--- src/rtl/chimera_cluster_pwr_seq.sv ---
// Per-cluster power sequencer: each channel orders clock enable, reset release and
// isolation release on power-up, and the reverse on power-down.
module chimera_cluster_pwr_seq #(
    parameter int unsigned NumClusters     = 5,
    parameter bit          IsolateClusters = 1'b1,
    parameter int unsigned ResetCycles     = 8,
    parameter int unsigned SettleCycles    = 4,
    parameter int unsigned TimeoutCycles   = 1024
) (
    input  logic                   clk_i,
    input  logic                   rst_i,
    input  logic [NumClusters-1:0] en_req_i,
    input  logic [NumClusters-1:0] isolated_i,
    input  logic [NumClusters-1:0] timeout_clr_i,
    output logic [NumClusters-1:0] clk_en_o,
    output logic [NumClusters-1:0] cluster_rst_no,
    output logic [NumClusters-1:0] isolate_o,
    output logic [NumClusters-1:0] on_o,
    output logic [NumClusters-1:0] busy_o,
    output logic [NumClusters-1:0] timeout_o
);

    localparam int unsigned MaxRs     = (ResetCycles > SettleCycles) ? ResetCycles : SettleCycles;
    localparam int unsigned MaxCycles = (MaxRs > TimeoutCycles) ? MaxRs : TimeoutCycles;
    localparam int unsigned CntW      = $clog2(MaxCycles + 1);

    localparam logic [CntW-1:0] RstLast = CntW'(ResetCycles - 1);
    localparam logic [CntW-1:0] SetLast = CntW'(SettleCycles - 1);
    localparam logic [CntW-1:0] ToLast  = CntW'(TimeoutCycles - 1);

    localparam logic [2:0] S_OFF     = 3'd0;
    localparam logic [2:0] S_CLK_ON  = 3'd1;
    localparam logic [2:0] S_RST_REL = 3'd2;
    localparam logic [2:0] S_ISO_REL = 3'd3;
    localparam logic [2:0] S_ON      = 3'd4;
    localparam logic [2:0] S_ISO_REQ = 3'd5;
    localparam logic [2:0] S_RST_ON  = 3'd6;
    localparam logic [2:0] S_CLK_OFF = 3'd7;

    for (genvar g = 0; g < NumClusters; g++) begin : g_ch
        logic [2:0]      state_q, state_d;
        logic [CntW-1:0] cnt_q, cnt_d;
        logic            cnt_run, to_set;
        logic            clk_en_q, clk_en_d;
        logic            rst_n_q, rst_n_d;
        logic            iso_q, iso_d;
        logic            on_q, on_d;
        logic            busy_q, busy_d;
        logic            timeout_q, timeout_d;

        always_comb begin
            state_d = state_q;
            cnt_run = 1'b0;
            to_set  = 1'b0;
            case (state_q)
                S_OFF:     if (en_req_i[g]) state_d = S_CLK_ON;
                S_CLK_ON: begin
                    cnt_run = 1'b1;
                    if (cnt_q == RstLast) state_d = S_RST_REL;
                end
                S_RST_REL: begin
                    cnt_run = 1'b1;
                    if (cnt_q == SetLast) state_d = IsolateClusters ? S_ISO_REL : S_ON;
                end
                // Handshake seen on the last allowed cycle still counts as success
                S_ISO_REL: begin
                    cnt_run = 1'b1;
                    if (!isolated_i[g]) begin
                        state_d = S_ON;
                    end else if (cnt_q == ToLast) begin
                        state_d = S_ON;
                        to_set  = 1'b1;
                    end
                end
                S_ON:      if (!en_req_i[g]) state_d = IsolateClusters ? S_ISO_REQ : S_RST_ON;
                S_ISO_REQ: begin
                    cnt_run = 1'b1;
                    if (isolated_i[g]) begin
                        state_d = S_RST_ON;
                    end else if (cnt_q == ToLast) begin
                        state_d = S_RST_ON;
                        to_set  = 1'b1;
                    end
                end
                S_RST_ON: begin
                    cnt_run = 1'b1;
                    if (cnt_q == RstLast) state_d = S_CLK_OFF;
                end
                S_CLK_OFF: state_d = S_OFF;
                default:   state_d = S_OFF;
            endcase
            cnt_d = (cnt_run && (state_d == state_q)) ? cnt_q + 1'b1 : '0;
        end

        // Output registers decode the current state, so they lag each transition by one cycle
        always_comb begin
            clk_en_d  = (state_q != S_OFF) && (state_q != S_CLK_OFF);
            rst_n_d   = (state_q == S_RST_REL) || (state_q == S_ISO_REL) ||
                        (state_q == S_ON)      || (state_q == S_ISO_REQ);
            iso_d     = IsolateClusters && (state_q != S_ISO_REL) && (state_q != S_ON);
            on_d      = (state_q == S_ON);
            busy_d    = (state_q != S_OFF) && (state_q != S_ON);
            timeout_d = to_set | (timeout_q & ~timeout_clr_i[g]);
        end

        always_ff @(posedge clk_i or posedge rst_i) begin
            if (rst_i) begin
                state_q   <= S_OFF;
                cnt_q     <= '0;
                clk_en_q  <= 1'b0;
                rst_n_q   <= 1'b0;
                iso_q     <= IsolateClusters;
                on_q      <= 1'b0;
                busy_q    <= 1'b0;
                timeout_q <= 1'b0;
            end else begin
                state_q   <= state_d;
                cnt_q     <= cnt_d;
                clk_en_q  <= clk_en_d;
                rst_n_q   <= rst_n_d;
                iso_q     <= iso_d;
                on_q      <= on_d;
                busy_q    <= busy_d;
                timeout_q <= timeout_d;
            end
        end

        assign clk_en_o[g]       = clk_en_q;
        assign cluster_rst_no[g] = rst_n_q;
        assign isolate_o[g]      = iso_q;
        assign on_o[g]           = on_q;
        assign busy_o[g]         = busy_q;
        assign timeout_o[g]      = timeout_q;
    end

endmodule

--- config.mk ---
export PLATFORM = sky130hd
export DESIGN_NAME = chimera_cluster_pwr_seq
export DESIGN_NICKNAME = d
export VERILOG_FILES = /design/src/rtl/chimera_cluster_pwr_seq.sv
export SDC_FILE = /design/constraint.sdc
export NUM_CORES = 1
export LEC_CHECK = 0
export ABC_AREA = 1
export ABC_CLOCK_PERIOD_IN_PS = 3900
export BUFFER_PORTS_ARGS = -buffer_cell sky130_fd_sc_hd__clkbuf_2
export CELL_PAD_IN_SITES_DETAIL_PLACEMENT = 1
export CELL_PAD_IN_SITES_GLOBAL_PLACEMENT = 2
export CORE_AREA = 2 2 130 132
export CTS_CLUSTER_DIAMETER = 60
export DETAILED_ROUTE_END_ITERATION = 12
export DIE_AREA = 0 0 132 134
export PLACE_DENSITY_LB_ADDON = 0.1
export RECOVER_POWER = 25
export SLEW_MARGIN = 20
export SYNTH_ARGS = -nofsm -noshare
export SYNTH_HDL_FRONTEND = slang
export SYNTH_SLANG_ARGS = --single-unit
--- constraint.sdc ---
create_clock -name clk_i -period 3.9 [get_ports clk_i]
set_input_delay 0.975 -clock clk_i [delete_from_list [all_inputs] [get_ports clk_i]]
set_output_delay 0.975 -clock clk_i [all_outputs]
set_load 0.01 [all_outputs]
==> results.md, run 1 <==
- Nets: 763
- Post-synth ARST share: 100.0%
- Antenna fix cells: 0
- Gates resized, CTS repair: 0
- DIE AREA: 17690 sq um
- Global-route wire length before repair: 21.99 mm
- Slew Limit Fails: 0
- Cells after Synth: 713
- Sequential cell fraction of total power: 34.5%
- Core region area: 16290 sq um
- Switch share: 45.94%
- Tcrit/Tclk final: 66.27%
- Initial core utilization: 36.26%
- DR DRC count: 0
- Crit Path Max Fanout: 11
- Synth Warn #: 0
- Vias in the first global route: 4624
- CP endpoint kind: register
- Top FF cell, synth: dfrtp_1
- Routed Antenna Nets: 0
- First drt pass iteration count: 4
- CTS Sinks: 100
- Sum of negative setup slack: 0 ns
- Routed via count: 4445
- Cell area after synthesis: 5907 sq um
- Upper clock frequency limit: 386.9 MHz
- Crit path required time: 4.17 ns
- Tot GR Track Use: 15.23%
- Status: finished clean
- Pwr/cell area: 666.5 nW/um^2
- Cell Rows: 47
- Largest net degree at the start of global routing: 77
- Slew headroom: 18.61%
- Routed wire per std cell: 13.25 um
- Count of input and output buffers: 46
- Grt total ovfl: 0
- Total power: 4.270 mW
- Worst-path clk slew: 0.07 ns
- RSZ-0062 raised after global routing: no
- Final hold violations: 0
- Synthesis-to-layout area growth: 8.452%
- Post-CTS setup buffer count: 0
- Peak VDD IR: 0.0004156 V
- Power Internal: 2.308 mW
- Chip Width: 132 um
- Skew-Pair Late Insertion Delay: 0.35 ns
- Seq/Total Area, Yosys: 42.47%
- Syn Area/Cell: 8.285 sq um
- Chip Height: 134 um
- Leak: 2.938 nW
- Worst Tran Pin Value: 1.214 ns
- IO Count: 47
- Clock power frac: 20.6%
- Min cycle time layout: 2.585 ns
- CTS tree: yes
- H-tree levels: 3
- Logic gate share of total power: 44.9%
- Initial antenna violation count: 0
- Final setup viols: 0
- Post-Route WL: 12.68 mm
- DP HPWL: 9.560 mm
- Register bit total from synthesis: 100
- WP data arrival: 2.85 ns
- GPL Wtd Cong: 0.7886
- Share of cells above drive strength 1: 21.71%
- Post-synth EDFFs: 0
- Switching Power: 1.962 mW
- First DRT Iteration DRCs: 139
- Clock Skew: 0.007826 ns
- CTS max path bufs: 2
- Startpoint class of the critical path: register
- Worst min path class: register to register
- Mapped Nets: 744
- WS Path Type: register to register
- Root Buffer: clkbuf_16
- Synth cell types: 39
- DR vias/cell: 4.645
- Hold buffers post-CTS: 0
- Max-Cap Viols: 0
- CTS buffer count: 9
metal layers:
| metal | global-route usage [%] | share of wire [%] | up-vias |
|---|---|---|---|
| li1 | - | - | 2260 |
| met1 | 20.26 | 49 | 2138 |
| met2 | 25.23 | 48 | 33 |
| met3 | 2.192 | 1.8 | 14 |
| met4 | 5.797 | 1.6 | 0 |
| met5 | 0 | 0 | - |
kinds of logic after synthesis:
logic type                 share of synthesized area (%)
and+or+nand+nor                                    32.60
buffers and inverters                              11.27
DFF                                                42.47
AOI/OAI and AO/OA                                  4.470
xor gates and xnor gates                           6.228
adders and majority gates                          2.966
registers in the layout, indices dropped and copies added (netlist names):
name            flops
g_ch.cnt_q         55
g_ch.state_q       15
g_ch.busy_q         5
g_ch.clk_en_q       5
g_ch.iso_q          5
g_ch.on_q           5
g_ch.rst_n_q        5
g_ch.timeout_q      5
path summary, 6_finish.rpt:
path	from	endpoint	slack [ns]	cells after the start
max in group asynchronous	rst_i	g_ch[2].iso_q	2.10	3
max	g_ch[2].state_q[1]	g_ch[2].cnt_q[6]	1.32	13
max reg2reg	g_ch[2].state_q[1]	g_ch[2].cnt_q[6]	1.32	13
min in group asynchronous	rst_i	g_ch[3].cnt_q[1]	0.84	2
min reg2reg	g_ch[2].cnt_q[0]	g_ch[2].cnt_q[0]	0.47	1
min	g_ch[2].cnt_q[0]	g_ch[2].cnt_q[0]	0.47	1
worst max-delay path, cell delays in order, from the launching register on:
cell and delay [ns]:
dfrtp_1 0.49, inv_1 0.18, ha_1 0.23, nor3_1 0.31
nand2_1 0.13, inv_1 0.11, nand2_1 0.07, nand2_1 0.09
nand2_1 0.06, nand2_1 0.06, nand2_1 0.05, inv_1 0.05
nand3_1 0.44, nor2_2 0.24
cells in the mapped netlist, types with 9 or more instances:
library cell / count / share of area (%)
nor2_2: 39 / 4.1
nand2_2: 9 / 0.95
nor3_2: 20 / 3.4
o21ai_0: 14 / 1.2
nand2_1: 127 / 8.1
nand3_1: 52 / 4.4
nor3_1: 17 / 1.4
nand4_1: 15 / 1.6
a21oi_1: 17 / 1.4
xnor2_1: 14 / 2.1
xor2_1: 28 / 4.2
ha_1: 14 / 3.0
buf_4: 32 / 4.1
inv_2: 11 / 0.70
dfrtp_1: 95 / 40
inv_1: 83 / 5.3
nor2_1: 77 / 4.9
placed cells by master (no fill, tap or decap), drive strengths merged, types with 2 or more instances in the layout:
| cell | netlist | routed |
|---|---|---|
| nand3 | 60 | 60 |
| xor2 | 28 | 28 |
| nand2 | 136 | 136 |
| ha | 14 | 14 |
| clkinvlp | 0 | 3 |
| nor3b | 3 | 3 |
| dfrtp | 95 | 95 |
| nand4 | 15 | 15 |
| a21oi | 17 | 17 |
| xnor2 | 14 | 14 |
| a31o | 2 | 2 |
| o21bai | 3 | 3 |
| inv | 94 | 94 |
| nor3 | 37 | 37 |
| clkbuf | 0 | 58 |
| nor2 | 121 | 121 |
| and2 | 2 | 2 |
| o21ai | 16 | 16 |
| a21o | 2 | 2 |
| dfstp | 5 | 5 |
| nand3b | 2 | 2 |
layout make-up:
class                   count  area [sq um]
fillers                  1985          9883
well taps                 220         275.3
clock inverters             4         32.53
inverters                  94         354.1
clock buffers              12         256.5
repair buffers             47         249.0
flip-flops and latches    100          2509
multi-input cells         480          2730
stage by stage:
step | hold WS (ns) | instance area (sq um) | cells | setup slack (ns) | utilization, %
after floorplan | 0.4413 | 5907 | 713 | 0.3145 | -
after global placement | 0.4581 | 6122 | 941 | 1.384 | 37.58
after detailed placement | 0.4597 | 6122 | 941 | 1.331 | 37.58
after CTS | 0.4726 | 6411 | 957 | 1.298 | 39.36
after global routing | 0.4820 | 6406 | 957 | 0.9989 | 39.33
final | 0.4674 | 6406 | 957 | 1.315 | 39.33
power by group through the flow:
stage | Combinational, mW | Clock [mW] | Sequential (mW)
after floorplan | 1.79 | 0 | 1.41
after global placement | 1.93 | 0 | 1.50
after detailed placement | 1.97 | 0 | 1.50
after CTS | 1.98 | 0.913 | 1.48
after global routing | 2.20 | 0.955 | 1.51
final | 1.92 | 0.878 | 1.47
Note: power is estimated with default switching activity, not from simulation.
==> run 2: changes to the inputs <==
--- a/config.mk
+++ b/config.mk
@@ -5,15 +5,15 @@
 export SDC_FILE = /design/constraint.sdc
 export NUM_CORES = 1
 export LEC_CHECK = 0
-export ABC_AREA = 1
-export ABC_CLOCK_PERIOD_IN_PS = 3900
+export ABC_AREA = 0
+export ABC_CLOCK_PERIOD_IN_PS = 2600
 export BUFFER_PORTS_ARGS = -buffer_cell sky130_fd_sc_hd__clkbuf_2
 export CELL_PAD_IN_SITES_DETAIL_PLACEMENT = 1
 export CELL_PAD_IN_SITES_GLOBAL_PLACEMENT = 2
-export CORE_AREA = 2 2 130 132
+export CORE_AREA = 2 2 124 126
 export CTS_CLUSTER_DIAMETER = 60
 export DETAILED_ROUTE_END_ITERATION = 12
-export DIE_AREA = 0 0 132 134
+export DIE_AREA = 0 0 126 128
 export PLACE_DENSITY_LB_ADDON = 0.1
 export RECOVER_POWER = 25
 export SLEW_MARGIN = 20
==> constraint.sdc (replaced) <==
create_clock -name clk_i -period 2.6 [get_ports clk_i]
set_input_delay 0.65 -clock clk_i [delete_from_list [all_inputs] [get_ports clk_i]]
set_output_delay 0.65 -clock clk_i [all_outputs]
set_load 0.01 [all_outputs]
==> results.md, run 2 <==
- Status: finished clean
- Initial core utilization: 36.92%
- Commonest cells after routing, fill and taps aside: dfrtp_1, nor2_1, clkbuf_2
- Tot GR Track Use: 15.63%
- Post-layout util: 41.29%
- GPL Wtd Cong: 0.8275
- DIE AREA: 16130 sq um
- Upper clock frequency limit: 426.0 MHz
- Final hold violations: 0
- Cells after DPL: 787
- CTS tree: yes
- Initial antenna violation count: 0
- Hold WS: 0.4605 ns
- Synth Warn #: 0
- Top cells by count, synth: dfrtp_1, nor2_1, nand2_1
- Routed via count: 4161
- Final setup viols: 0
- Count leader, synth: dfrtp_1
- Register bit total from synthesis: 100
- Routed wire per std cell: 15.10 um
- Skew-Pair Late Insertion Delay: 0.35 ns
- Clock Skew: 0.01292 ns
- Synth top area cells: dfrtp_1, nor2_1, buf_4
- CTS Sinks: 100
- Root Buffer: clkbuf_16
- CP endpoint kind: register
- Seq/Total Area, Yosys: 45.71%
- Count of input and output buffers: 46
- Most common cell after layout, fill and taps aside: dfrtp_1
- RSZ-0062 raised after global routing: no
- R2R setup slack: 0.25 ns
- Met3 wire length: 310 um
- Vias in the first global route: 4318
- Cell accounting for the most synthesized area: dfrtp_1
- H-tree levels: 3
- Slew Limit Fails: 0
- CTS max path bufs: 2
- WP data arrival: 2.58 ns
- Sum of negative setup slack: 0 ns
- Cell Rows: 45
- Cells after Synth: 582
- IO Count: 47
- Syn Area/Cell: 9.429 sq um
- Crit path required time: 2.83 ns
- Worst-path clk slew: 0.07 ns
- Max-Cap Viols: 0
- Highest metal used: met4
- DR DRC count: 0
- Grt total ovfl: 0
- Non-filler cells in the finished layout: 805
- Nets: 643
- WS Path Type: register to register
- Leak: 2.767 nW
- Wl on met1: 5.926 mm
- Worst min path class: register to register
- Post-synth EDFFs: 0
- Total power: 5.628 mW
- Chip Width: 126 um
- Peak VDD IR: 0.0003929 V
- Core region area: 14860 sq um
- Hold buffers post-CTS: 0
- Largest net degree at the start of global routing: 42
- Dpl cell area: 5838 sq um
- CTS buffer count: 9
- Slew headroom: 11.06%
- Startpoint class of the critical path: register
- Largest registers: g_ch.cnt_q (55), g_ch.state_q (15)
- Setup ws final: 0.2525 ns
- Routed Antenna Nets: 0
- Post-synth top area share: 43.32%
- Crit Path Max Fanout: 11
- Pwr/cell area: 917.1 nW/um^2
- Synth cell types: 65
- Dpl ws: 0.1392 ns
- Largest reg by FF count: g_ch.cnt_q
- First DRT Iteration DRCs: 162
- First drt pass iteration count: 4
- Mapped Nets: 613
- DR WL met2: 5.774 mm
- Max reg flops: 55
- Post-Route WL: 12.16 mm
- DP HPWL: 8.705 mm
- Post-layout instance area: 6137 sq um
- Share of cells above drive strength 1: 20.10%
- Global-route wire length before repair: 20.82 mm
- Min cycle time layout: 2.348 ns
- Synthesis-to-layout area growth: 11.83%
- Cell area after synthesis: 5488 sq um
- DR vias/cell: 5.169
- Top FF cell, synth: dfrtp_1
- Chip Height: 128 um
- Tcrit/Tclk final: 90.29%
- Post-synth ARST share: 100.0%
- Worst Tran Pin Value: 1.327 ns
- Antenna fix cells: 0
run 2: changes by cell type in the layout (fill, tap and decap cells not counted), sizes merged, moves of 8 or more:
cell / change
nor3: -13
nor2: -49
inv: -64
nand2: -98
nand3: -26
nor2b: +9
and3: +8
xnor2: +10
buf: +24
nor4: +8
run 2: cell type report:
| class | instances | area, sq um |
|---|---|---|
| Multi-Input combinational cell | 399 | 2551 |
| Inverter | 30 | 113.9 |
| Fill cell | 1733 | 8727 |
| Clock inverter | 5 | 36.28 |
| Sequential cell | 100 | 2510 |
| Timing Repair Buffer | 72 | 447.9 |
| Tap cell | 188 | 235.2 |
| Clock buffer | 11 | 242.7 |
run 2: where the power goes:
group          total, mW  switching, mW  internal, mW
Clock               1.28          0.598         0.680
Sequential          2.14          0.272          1.87
Combinational       2.21           1.29         0.914
Total               5.63           2.16          3.46
run 2: timing repair:
action | CTS | global route
endpoints found under the hold margin | 0 | 0
setup buffers | 0 | 2
resized for setup | 0 | 3
setup endpoints to repair | 0 | 14
run 2: layer usage:
layer,track usage [%],vias to the layer above
met2,25.02,46
met1,21.27,2044
met3,3.381,16
met4,4.977,0
li1,-,2055
met5,0,-
run 2: final timing paths:
kind / from / endpoint / cells past startpoint
worst max-delay path: g_ch[3].cnt_q[0] / g_ch[3].cnt_q[2] / 8
worst min-delay path: g_ch[1].cnt_q[0] / g_ch[1].cnt_q[0] / 1
worst max register to register: g_ch[3].cnt_q[0] / g_ch[3].cnt_q[2] / 8
worst min register to register: g_ch[1].cnt_q[0] / g_ch[1].cnt_q[0] / 1
max in group asynchronous: rst_i / g_ch[0].rst_n_q / 3
min in group asynchronous: rst_i / g_ch[1].rst_n_q / 2
run 2: worst max-delay path, cell delays in order (launching register included):
cell and delay (ns):
dfrtp_1 0.38, ha_1 0.25, nand3_2 0.14, or4_1 0.55, nor2b_4 0.16, nor3_2 0.22
mux2i_1 0.21, buf_4 0.24, nor3_1 0.08
run 2: cell families (layout without fill, tap and decap cells):
kind of cell,after synthesis,count (layout),synth area share [%]
buf+inv,83,118,7.957
fa+ha+maj,14,14,3.192
compound gates,86,86,10.72
flops,100,100,45.71
mux,6,6,1.163
xor+xnor,46,46,7.341
simple gates,247,247,23.92
==> run 3: changes to the inputs <==
--- a/config.mk
+++ b/config.mk
@@ -15,7 +15,7 @@
 export DETAILED_ROUTE_END_ITERATION = 12
 export DIE_AREA = 0 0 126 128
 export PLACE_DENSITY_LB_ADDON = 0.1
-export RECOVER_POWER = 25
+export RECOVER_POWER = 100
 export SLEW_MARGIN = 20
 export SYNTH_ARGS = -nofsm -noshare
 export SYNTH_HDL_FRONTEND = slang
==> results.md, run 3 (synthesis gave the netlist of run 2 again) <==
- Status: finished clean
- Vias in the first global route: 4318
- Total power: 5.537 mW
- Cell Rows: 45
- Slew headroom: 15.10%
- Initial core utilization: 36.92%
- DR WL met2: 5.755 mm
- Grt total ovfl: 0
- RSZ-0062 raised after global routing: no
- Worst-path clk slew: 0.07 ns
- Startpoint class of the critical path: register
- Routed via count: 4138
- Highest metal used: met4
- Worst Hold End: g_ch[1].cnt_q[0]
- DR DRC count: 0
- Most common cell after layout, fill and taps aside: dfrtp_1
- Worst Tran Pin Value: 1.266 ns
- CP Cell Sequence: inv_1 -> ha_1 -> or3_1 -> nand3_1 -> a21oi_1 -> a311oi_1 -> nand2_2 -> buf_12 -> nor3_1
- GPL Wtd Cong: 0.8275
- Largest reg by FF count: g_ch.cnt_q
- Crit path required time: 2.86 ns
- Chip Height: 128 um
- Max-Cap Viols: 0
- CTS max path bufs: 2
- Skew-Pair Late Insertion Delay: 0.35 ns
- Worst Hold Depth: 1
- DR vias/cell: 5.140
- Largest stage delay on the critical path: 0.43 ns
- DIE AREA: 16130 sq um
- Sum of negative setup slack: 0 ns
- Initial antenna violation count: 0
- WP data arrival: 2.62 ns
- CP endpoint kind: register
- Antenna fix cells: 0
- Count of input and output buffers: 46
- Post-Route WL: 12.19 mm
- Peak VDD IR: 0.0003908 V
- Crit Path Max Fanout: 8
- Final setup viols: 0
- RR Startpoint: g_ch[3].state_q[2]
- Min cycle time layout: 2.367 ns
- Leak: 2.626 nW
- Wl on met1: 5.963 mm
- Sequential cell fraction of total power: 38.7%
- Hold Path Origin: g_ch[1].cnt_q[0]
- Upper clock frequency limit: 422.5 MHz
- Root Buffer: clkbuf_16
- Worst reg2reg path endpoint: g_ch[3].cnt_q[4]
- Dpl ws: 0.1392 ns
- WS Path Type: register to register
- Largest net degree at the start of global routing: 42
- R2R setup slack: 0.23 ns
- Tcrit/Tclk final: 91.03%
- Commonest cells after routing, fill and taps aside: dfrtp_1, nor2_1, clkbuf_1
- Max reg flops: 55
- Tot GR Track Use: 15.63%
- Worst min path class: register to register
- Power Internal: 3.403 mW
- Slew Limit Fails: 0
- Synthesis-to-layout area growth: 9.804%
- Switching Power: 2.134 mW
- Clock power frac: 23.1%
- Clock Skew: 0.01257 ns
- Largest registers: g_ch.cnt_q (55), g_ch.state_q (15)
- Routed wire per std cell: 15.14 um
- IO Count: 47
- Share of cells above drive strength 1: 13.13%
- First DRT Iteration DRCs: 172
- Routed Antenna Nets: 0
- Core region area: 14860 sq um
- First drt pass iteration count: 4
- Met3 wire length: 320 um
- CTS Sinks: 100
- DP HPWL: 8.705 mm
- Reg2Reg Depth: 9
- Final hold violations: 0
- Global-route wire length before repair: 20.82 mm
- Switch share: 38.54%
- Chip Width: 126 um
- H-tree levels: 3
- CP max-delay cell: or3_1
- Setup ws final: 0.2332 ns
- Nets: 643
- Logic gate share of total power: 38.3%
- CTS buffer count: 9
- CTS tree: yes
- Pwr/cell area: 918.8 nW/um^2
==> run 3: changes by cell type in the layout (fill, tap and decap cells not counted), sizes merged <==
| cell | before | now |
|---|---|---|
| buf | 25 | 15 |
| clkbuf | 58 | 68 |
==> run 3: final cells by class <==
cell class,instances,area [sq um]
clock buffer,11,242.7
clock inverter,5,36.28
fill,1747,8838
inverter,30,113.9
multi-input combinational,399,2521
sequential,100,2510
tap,188,235.2
timing repair buffer,72,366.6
==> run 3: per-stage QoR <==
step | cell area, sq um | hold slack [ns] | std cells | util (%)
after floorplan | 5492 | 0.4329 | 582 | -
after global placement | 5838 | 0.4461 | 787 | 39.28
after detailed placement | 5838 | 0.4577 | 787 | 39.28
after CTS | 6117 | 0.4003 | 803 | 41.15
after global routing | 6026 | 0.4716 | 805 | 40.54
final | 6026 | 0.4605 | 805 | 40.54
==> run 3: power groups by stage <==
stage                     combinational (mW)  clock, mW  sequential, mW
final                                   2.12       1.28            2.14
after global routing                    2.39       1.41            2.19
after CTS                               2.13       1.34            2.15
after detailed placement                2.12          0            2.18
after global placement                  2.09          0            2.17
after floorplan                         1.73          0            2.04
==> run 3: repair_timing <==
action,4_1_cts,5_1_grt
setup buffers,0,2
resized for setup,0,3
endpoints found under the setup margin,0,14
hold buffers,0,0
endpoints found under the hold margin,0,0
==> run 3: worst max-delay path by stage <==
stage | from | endpoint | slack (ns) | cells past startpoint
5_1_grt | g_ch[2].state_q[1] | g_ch[2].cnt_q[3] | 0.05 | 7
3_5_place_dp | g_ch[3].cnt_q[0] | g_ch[3].cnt_q[2] | 0.14 | 8
4_1_cts | g_ch[3].cnt_q[0] | g_ch[3].cnt_q[2] | 0.13 | 8
2_1_floorplan | g_ch[3].state_q[2] | g_ch[3].cnt_q[10] | 0.14 | 9
6_report | g_ch[3].state_q[2] | g_ch[3].cnt_q[4] | 0.23 | 9
3_3_place_gp | g_ch[3].cnt_q[0] | g_ch[3].cnt_q[2] | 0.24 | 8
==> run 3: metal layers <==
metal	vias up	GRT usage (%)
met2	44	25.02
li1	2055	-
met4	0	4.977
met3	16	3.381
met5	-	0
met1	2023	21.27
==> run 3: worst max-delay path, delay by kind of cell, from the launching register on <==
family,cells,cell delay (ns)
buf+inv,2,0.30
fa+ha+maj,1,0.23
flops,1,0.39
compound gates,2,0.47
simple gates,4,0.88
